--- config.mk ---
export PLATFORM = sky130hd
export DESIGN_NAME = spi_sram_master
export DESIGN_NICKNAME = d
export VERILOG_FILES = /design/src/rtl/spi_sram_master.sv
export SDC_FILE = /design/constraint.sdc
export NUM_CORES = 1
export LEC_CHECK = 0
export ABC_AREA = 1
export BUFFER_PORTS_ARGS = -buffer_cell sky130_fd_sc_hd__buf_4
export CORE_MARGIN = 5
export CORE_UTILIZATION = 55
export DETAILED_ROUTE_END_ITERATION = 8
export PLACE_DENSITY_LB_ADDON = 0.2
export SLEW_MARGIN = 20
export SYNTH_ARGS = -nofsm -noshare
export SYNTH_HDL_FRONTEND = slang
export SYNTH_SLANG_ARGS = --single-unit
--- constraint.sdc ---
create_clock -name clk -period 1.9 [get_ports clk]
set_clock_uncertainty 0.15 [all_clocks]
set_input_delay 0.38 -clock clk [delete_from_list [all_inputs] [get_ports clk]]
set_output_delay 0.38 -clock clk [all_outputs]
set_load 0.05 [all_outputs]
--- src/rtl/spi_sram_master.sv ---
// SPI mode-0 master for a serial SRAM: 8-bit address phase then 8-bit data phase.
// Optional readback of the data phase is enabled by defining SPI_READBACK_EN.
module spi_sram_master #(
  parameter int unsigned CLK_DIV = 4
) (
  input  logic       clk,
  input  logic       rst,
  input  logic       start,
  input  logic       rw,
  input  logic [7:0] addr,
  input  logic [7:0] wdata,
  output logic       busy,
  output logic       done,
  output logic [7:0] rdata,
  output logic       sck,
  output logic       sdo,
  input  logic       sdi,
  output logic       la_n,
  output logic       da_n
);

  typedef enum logic [1:0] {IDLE, ADDR, DATA, DONE} state_t;

  localparam logic [7:0] DIV_LAST = 8'(CLK_DIV - 1);

  state_t      state;
  logic [3:0]  bit_cnt;
  logic [7:0]  div_cnt;
  logic [15:0] tx;

  logic accept;
  logic half_end;

  assign accept   = start && ((state == IDLE) || (state == DONE));
  assign half_end = (div_cnt == DIV_LAST);

`ifdef SPI_READBACK_EN
  logic       rd_frame;
  logic [7:0] rx;
  logic [7:0] rdata_q;

  assign rdata = rdata_q;
`else
  logic unused_inputs;

  assign rdata         = 8'h00;
  assign unused_inputs = &{1'b0, rw, sdi};
`endif

  // tx holds the whole 16-bit frame; sdo is reloaded from tx[14] on every sck fall
  // so it only ever changes while sck is low.
  always_ff @(posedge clk or posedge rst) begin
    if (rst) begin
      state   <= IDLE;
      bit_cnt <= 4'd0;
      div_cnt <= 8'd0;
      tx      <= 16'h0000;
      sck     <= 1'b0;
      sdo     <= 1'b0;
      la_n    <= 1'b1;
      da_n    <= 1'b1;
      busy    <= 1'b0;
      done    <= 1'b0;
`ifdef SPI_READBACK_EN
      rd_frame <= 1'b0;
      rx       <= 8'h00;
      rdata_q  <= 8'h00;
`endif
    end else begin
      done <= 1'b0;
      case (state)
        IDLE, DONE: begin
          if (accept) begin
            state   <= ADDR;
            bit_cnt <= 4'd0;
            div_cnt <= 8'd0;
            sck     <= 1'b0;
            sdo     <= addr[7];
            la_n    <= 1'b0;
            da_n    <= 1'b1;
            busy    <= 1'b1;
`ifdef SPI_READBACK_EN
            tx       <= {addr, rw ? 8'h00 : wdata};
            rd_frame <= rw;
`else
            tx       <= {addr, wdata};
`endif
          end else begin
            state <= IDLE;
          end
        end

        ADDR, DATA: begin
          if (!half_end) begin
            div_cnt <= div_cnt + 8'd1;
          end else begin
            div_cnt <= 8'd0;
            if (!sck) begin
              sck <= 1'b1;
`ifdef SPI_READBACK_EN
              if (state == DATA) rx <= {rx[6:0], sdi};
`endif
            end else begin
              sck <= 1'b0;
              tx  <= {tx[14:0], 1'b0};
              if (bit_cnt != 4'd7) begin
                bit_cnt <= bit_cnt + 4'd1;
                sdo     <= tx[14];
              end else begin
                bit_cnt <= 4'd0;
                if (state == ADDR) begin
                  state <= DATA;
                  sdo   <= tx[14];
                  la_n  <= 1'b1;
                  da_n  <= 1'b0;
                end else begin
                  state <= DONE;
                  sdo   <= 1'b0;
                  da_n  <= 1'b1;
                  busy  <= 1'b0;
                  done  <= 1'b1;
`ifdef SPI_READBACK_EN
                  if (rd_frame) rdata_q <= rx;
`endif
                end
              end
            end
          end
        end
      endcase
    end
  end

endmodule

==> results.py, run 1 <==
metrics = {
    "outcome": {
        "status": "complete, but fails checks",
        "violations": "hold timing",
    },
    "logic_synthesis": {
        "syn_area_per_cell_um2": 9.45,
        "synth_compound_area_share_pct": 13.0,
        "synth-async-reset-ratio_pct": 100,
        "ys_seq_area_share_pct": 44.7,
        "synth-simple-area-share_pct": 21.1,
        "yosys-top-cells-area": "dfrtp_1 (42%), o21ai_2 (8.9%), nand2_1 (7.6%), mux2i_1 (7.1%), nand2_2 (3.8%)",
        "synth_top_family_by_area": "simple AND/OR/NAND/NOR gates",
        "netlist.area_leader.share_pct": 42.0,
        "synth-xor-area-share_pct": 1.34,
        "ys_types": 29,
        "ys_warn_count": 0,
        "ys.flop_type": "dfrtp_1",
        "ys_ff_latch": 35,
        "yosysTopAreaCell": "dfrtp_1",
        "synth_adder_area_share_pct": 3.18,
        "synthMuxAreaShare_pct": 7.13,
        "synth_edf_count": 0,
        "mappedNetlistArea_mm2": 0.00197,
        "syn-instance-count": 208,
        "synth_most_common_cell": "nand2_1",
        "synth_common_cells": "nand2_1 (40), dfrtp_1 (33), o21ai_2 (20)",
    },
    "critical_path": {
        "path_delay_family": "buffers and inverters",
        "required_ns": 2.01,
        "crit_slowest_cell": "dfrtp_1",
        "crit_path_end_kind": "flip-flop",
        "cp_max_fo": 21,
        "r2r_setup_slack_ns": 0.14,
        "rr_endpoint": "tx[5]",
        "setup.worst_path.class": "reg2reg",
        "cp_cell_sequence": "inv_1 -> ha_4 -> inv_6 -> nor2_4 -> inv_2 -> nand2_4 -> buf_12 -> nand2_1 -> o21ai_2",
        "path_buf_inv": 4,
        "crit_path_max_incr_delay_ns": 0.40,
        "worst_setup_path_start_kind": "flip-flop",
        "rr_worst_depth": 9,
        "reg2reg_from": "state[0]",
        "crit_arrival_ns": 1.88,
    },
    "power_and_ir_drop": {
        "clkPwrFrac_pct": 31.5,
        "p_sw_share_pct": 23.8,
        "ir_drop_uv": 406,
        "p_comb_share_pct": 6.7,
        "powerDensity_mw_per_mm2": 537,
        "seqPwrFrac_pct": 61.8,
        "p_int_mw": 0.917,
        "p_sw_mw": 0.287,
        "leakage_nw": 1.03,
    },
    "drt": {
        "post_drt_via_cell_ratio": 5.18,
        "ant_nets": 0,
        "wl_per_cell_um": 12.5,
        "first_pass_iters": 4,
        "drt-total-wl_um": 3560,
        "post-route-drc-count": 0,
        "vias": 1471,
        "drtIter0Drc": 92,
    },
    "layout": {
        "layout.cells.non_filler": 284,
        "multi_input_area_um2": 941,
        "antenna_cells": 0,
        "syn_to_final_growth_pct": 14.0,
        "final_nets": 263,
        "regArea_um2": 878,
        "drive_gt1_share_pct": 35.7,
        "fill_cells": 275,
        "finish.utilization_pct": 66.1,
    },
    "sta": {
        "rsz0062_at_grt": "false",
        "fin_crit_ns": 1.76,
        "setup_tns_ns": 0,
        "max_freq_mhz": 567,
        "finalMaxSlewViolations": 0,
        "finalHoldViolCount": 6,
        "finalSetupViolCount": 0,
        "period_share_pct": 92.9,
        "worst_hold_slack_ns": -0.00651,
    },
    "cts": {
        "cts_buffers": 5,
        "cts-root-buf": "clkbuf_4",
        "clkLatencyLatePin_ns": 0.33,
        "clock_sinks": 35,
        "cts_setup_buffers": 0,
        "htreeDepth": 2,
        "cts_tree": "built",
        "ctsHoldBuffers": 0,
        "clkTransAtPathRegs_ns": 0.10,
        "cts_max_path_buffers": 2,
    },
    "global_routing": {
        "grt_usage_pct": 16.0,
        "overflow": 0,
        "grt_max_degree": 36,
        "antenna_found_initial": 0,
        "grt_first_pass_wirelength_um": 6370,
        "grt_pass1_vias": 1467,
    },
    "min_path": {
        "hold_path.class": "in2async",
    },
    "floorplanning": {
        "fp-row-count": 21,
        "die_area_mm2": 0.00487,
        "start_util_pct": 58.0,
        "fp.dieW_um": 69.8,
        "dieHeight_um": 69.8,
        "ios": 35,
        "core_area_mm2": 0.00339,
    },
    "flow_run": {
        "max_cap_violations": 0,
    },
    "place": {
        "portBuffers": 24,
        "gp_congestion": 0.794,
        "placed_cells": 276,
        "hpwl_um": 2710,
    },
}
worst reg2reg max path, stage by stage (launching register included):
cell and delay [ns]:
dfrtp_1 0.40, inv_1 0.09, ha_4 0.31, inv_6 0.07, nor2_4 0.14, inv_2 0.11, nand2_4 0.11, buf_12 0.17
nand2_1 0.09, o21ai_2 0.06
sequential cells by signal, summed over array words and instances, names as in the netlist:
register	flops
sdo	1
done	1
busy	1
la_n	1
sck	1
state	2
tx	15
bit_cnt	4
da_n	1
div_cnt	8
power by group through the flow:
stage          sequential [mW]  clock, mW  combinational (mW)
6_report                 0.745      0.379              0.0804
5_1_grt                  0.745      0.428              0.0872
4_1_cts                  0.745      0.396              0.0813
3_5_place_dp             0.759          0              0.0812
3_3_place_gp             0.759          0              0.0793
2_1_floorplan            0.759          0              0.0588
worst max-delay path by stage:
stage | endpoint | slack (ns) | cells past startpoint | startpoint
final | tx[5] | 0.14 | 9 | state[0]
after global routing | tx[5] | 0.002 | 9 | state[0]
after CTS | tx[13] | 0.04 | 9 | state[0]
after detailed placement | tx[12] | 0.02 | 9 | state[0]
after global placement | tx[6] | 0.06 | 9 | state[0]
after floorplan | tx[10] | 0.21 | 6 | state[0]
area by class of cell:
cell class | instances | area share (%)
inverter | 14 | 2.57
timing repair buffer | 31 | 11.5
multi-input combinational | 150 | 42.0
tap | 46 | 2.57
sequential | 35 | 39.2
clock buffer | 8 | 2.18
layout by cell type (no fill, tap or decap):
| cell | count |
|---|---|
| a21oi_1 | 1 |
| buf_12 | 2 |
| buf_4 | 29 |
| clkbuf_1 | 3 |
| clkbuf_4 | 5 |
| clkinv_1 | 1 |
| conb_1 | 8 |
| dfrtp_1 | 33 |
| dfstp_2 | 2 |
| ha_1 | 4 |
| ha_4 | 1 |
| inv_1 | 8 |
| inv_2 | 4 |
| inv_6 | 1 |
| mux2i_1 | 14 |
| nand2_1 | 40 |
| nand2_2 | 12 |
| nand2_4 | 2 |
| nand3_1 | 11 |
| nand3_2 | 1 |
| nand4_1 | 3 |
| nor2_1 | 9 |
| nor2_2 | 3 |
| nor2_4 | 1 |
| nor4_1 | 1 |
| o21ai_0 | 10 |
| o21ai_2 | 20 |
| o22ai_1 | 4 |
| or2_2 | 2 |
| xnor2_1 | 1 |
| xor2_1 | 2 |
routing by layer:
layer / vias up / global-route usage, % / share of wire, %
met4: 0 / 4.47 / 1.2
li1: 733 / - / -
met5: - / 0 / 0
met2: 27 / 27.4 / 51
met3: 5 / 4.78 / 4.4
met1: 706 / 19.3 / 43
metrics by stage:
stage	setup WS (ns)	cell area (um^2)	power, mW
final	0.135	2240	1.20
after floorplan	0.208	1990	0.818
after CTS	0.0417	2230	1.22
after detailed placement	0.0152	2180	0.840
after global routing	0.00247	2240	1.26
after global placement	0.0632	2180	0.838
what timing repair did:
item | CTS | global route
gates resized for setup | 1 | 1
gates cloned | 0 | 0
setup endpoints to repair | 8 | 21
cells by family (layout without fill, tap and decap cells):
| family | Yosys count | after routing |
|---|---|---|
| xor+xnor | 3 | 3 |
| simple gates | 85 | 85 |
| compound gates | 35 | 35 |
| fa+ha+maj | 5 | 5 |
| buf+inv | 30 | 53 |
| mux | 14 | 14 |
| flops | 35 | 35 |
| other cells | 1 | 8 |
No activity file was read; power rests on OpenSTA's default activity.
==> run 2: changes to the inputs <==
--- a/config.mk
+++ b/config.mk
@@ -11,6 +11,8 @@
 export CORE_UTILIZATION = 55
 export DETAILED_ROUTE_END_ITERATION = 8
 export PLACE_DENSITY_LB_ADDON = 0.2
+export REMOVE_ABC_BUFFERS = 1
+export SETUP_SLACK_MARGIN = 0.15
 export SLEW_MARGIN = 20
 export SYNTH_ARGS = -nofsm -noshare
 export SYNTH_HDL_FRONTEND = slang
==> results.py, run 2 (synthesized netlist as in run 1, its figures left out) <==
metrics = {
    "outcome": {
        "status": "completed",
    },
    "sta": {
        "fin_ws_ns": 0.197,
        "max_freq_mhz": 587,
        "fin_crit_ns": 1.70,
        "period_share_pct": 89.6,
        "finalHoldViolCount": 0,
        "finalMaxSlewViolations": 0,
        "rsz0062_at_grt": "true",
        "finalSetupViolCount": 0,
    },
    "floorplanning": {
        "core_area_mm2": 0.00339,
        "dieHeight_um": 69.8,
        "ios": 35,
        "start_util_pct": 58.0,
        "fp.dieW_um": 69.8,
        "die_area_mm2": 0.00487,
        "fp-row-count": 21,
    },
    "layout": {
        "postLayoutCellArea_mm2": 0.00236,
        "antenna_cells": 0,
        "final_nets": 274,
        "biggestRegsByFlops": "tx: 15 flops, div_cnt: 8 flops, bit_cnt: 4 flops",
        "registers.top_by_ff_count": "tx",
        "syn_to_final_growth_pct": 20.2,
        "mostFrequentLayoutCell": "nand2_1",
        "largest_register_ff_count": 15,
        "drive_gt1_share_pct": 39.3,
        "layout_common_cells": "nand2_1 (40), buf_4 (37), dfrtp_1 (33)",
        "fill_cells": 264,
    },
    "place": {
        "portBuffers": 24,
        "hpwl_um": 2700,
        "gp_congestion": 0.881,
        "placed_cell_area_mm2": 0.00218,
        "place_ws_ns": 0.0669,
    },
    "drt": {
        "wl_per_cell_um": 12.9,
        "post_drt_via_cell_ratio": 5.17,
        "vias": 1516,
        "ant_nets": 0,
        "drtIter0Drc": 105,
        "first_pass_iters": 6,
        "drt-total-wl_um": 3790,
        "post-route-drc-count": 0,
    },
    "cts": {
        "cts-root-buf": "clkbuf_4",
        "cts_max_path_buffers": 2,
        "htreeDepth": 2,
        "cts_tree": "built",
        "clock_sinks": 35,
        "clkTransAtPathRegs_ns": 0.10,
        "cts_buffers": 5,
        "clkLatencyLatePin_ns": 0.33,
    },
    "critical_path": {
        "cp_max_fo": 10,
        "rr_worst_depth": 7,
        "crit_path_start": "state[1]",
        "crit_arrival_ns": 1.78,
        "reg2reg_from": "state[1]",
        "required_ns": 1.97,
        "setup.worst_path.class": "reg2reg",
        "crit_path_end_kind": "flip-flop",
        "worst_setup_path_start_kind": "flip-flop",
    },
    "global_routing": {
        "grt_pass1_vias": 1535,
        "overflow": 0,
        "antenna_found_initial": 0,
        "grt_first_pass_wirelength_um": 6620,
        "grt_max_degree": 36,
        "grt_usage_pct": 16.8,
    },
    "flow_run": {
        "max_cap_violations": 0,
    },
    "power_and_ir_drop": {
        "leakage_nw": 1.10,
        "ir_drop_uv": 323,
        "powerDensity_mw_per_mm2": 503,
    },
    "min_path": {
        "holdPathStages": 3,
        "worstHoldStart": "wdata[0]",
        "hold_path.class": "in2reg",
    },
}
run 2: stage by stage:
stage | utilization [%] | cells | power, mW | hold slack [ns] | setup TNS [ns]
CTS | 68.6 | 289 | 1.20 | 0.150 | 0
finish | 69.7 | 293 | 1.19 | 0.162 | 0
global placement | 64.3 | 276 | 0.839 | 0.301 | 0
global route | 69.7 | 293 | 1.25 | 0.138 | 0
floorplan | - | 199 | 0.805 | 0.304 | -13.24
detailed placement | 64.3 | 276 | 0.840 | 0.300 | 0
run 2: layer usage:
metal  track usage [%]  wire, um
met3              3.91       220
met5                 0         0
met2              30.0      2000
met4              7.23        55
met1              18.8      1520
run 2: what timing repair did:
| action | in CTS | in global routing |
|---|---|---|
| hold endpoints to repair | 33 | 0 |
| pin swaps | 3 | 1 |
| cloned | 1 | 0 |
| hold buffers | 1 | 0 |
| buffers inserted | 5 | 4 |
| resized for setup | 4 | 3 |
| setup endpoints to repair | 19 | 10 |
run 2: power breakdown:
group / internal, mW / switching, mW / total (mW) / leakage (nW)
sequential: 0.745 / 0 / 0.745 / 0.467
clock: 0.132 / 0.232 / 0.363 / 0.0242
combinational: 0.0265 / 0.0553 / 0.0818 / 0.606
run 2: cell type report:
class / count / area (um^2) / share of cell area [%]
Tap cell: 46 / 57.6 / 2.44
Timing Repair Buffer: 42 / 372 / 15.7
Clock buffer: 6 / 41.3 / 1.75
Multi-Input combinational cell: 150 / 957 / 40.5
Sequential cell: 35 / 878 / 37.2
Inverter: 14 / 57.6 / 2.44
run 2: path summary, 6_finish.rpt:
path                              endpoint  slack (ns)
worst min register to register        la_n        0.32
max in group asynchronous             la_n        0.72
min in group asynchronous       div_cnt[4]        0.55
worst max-delay path                 tx[3]        0.20
worst max register to register       tx[3]        0.20
worst min-delay path                 tx[0]        0.16
run 2: critical path, stage by stage (launching register included):
cell and delay, ns:
dfrtp_1 0.44, ha_4 0.32, inv_6 0.06, nor2_4 0.11, inv_2 0.07, nand2_8 0.10, bufbuf_16 0.28, o21ai_2 0.05
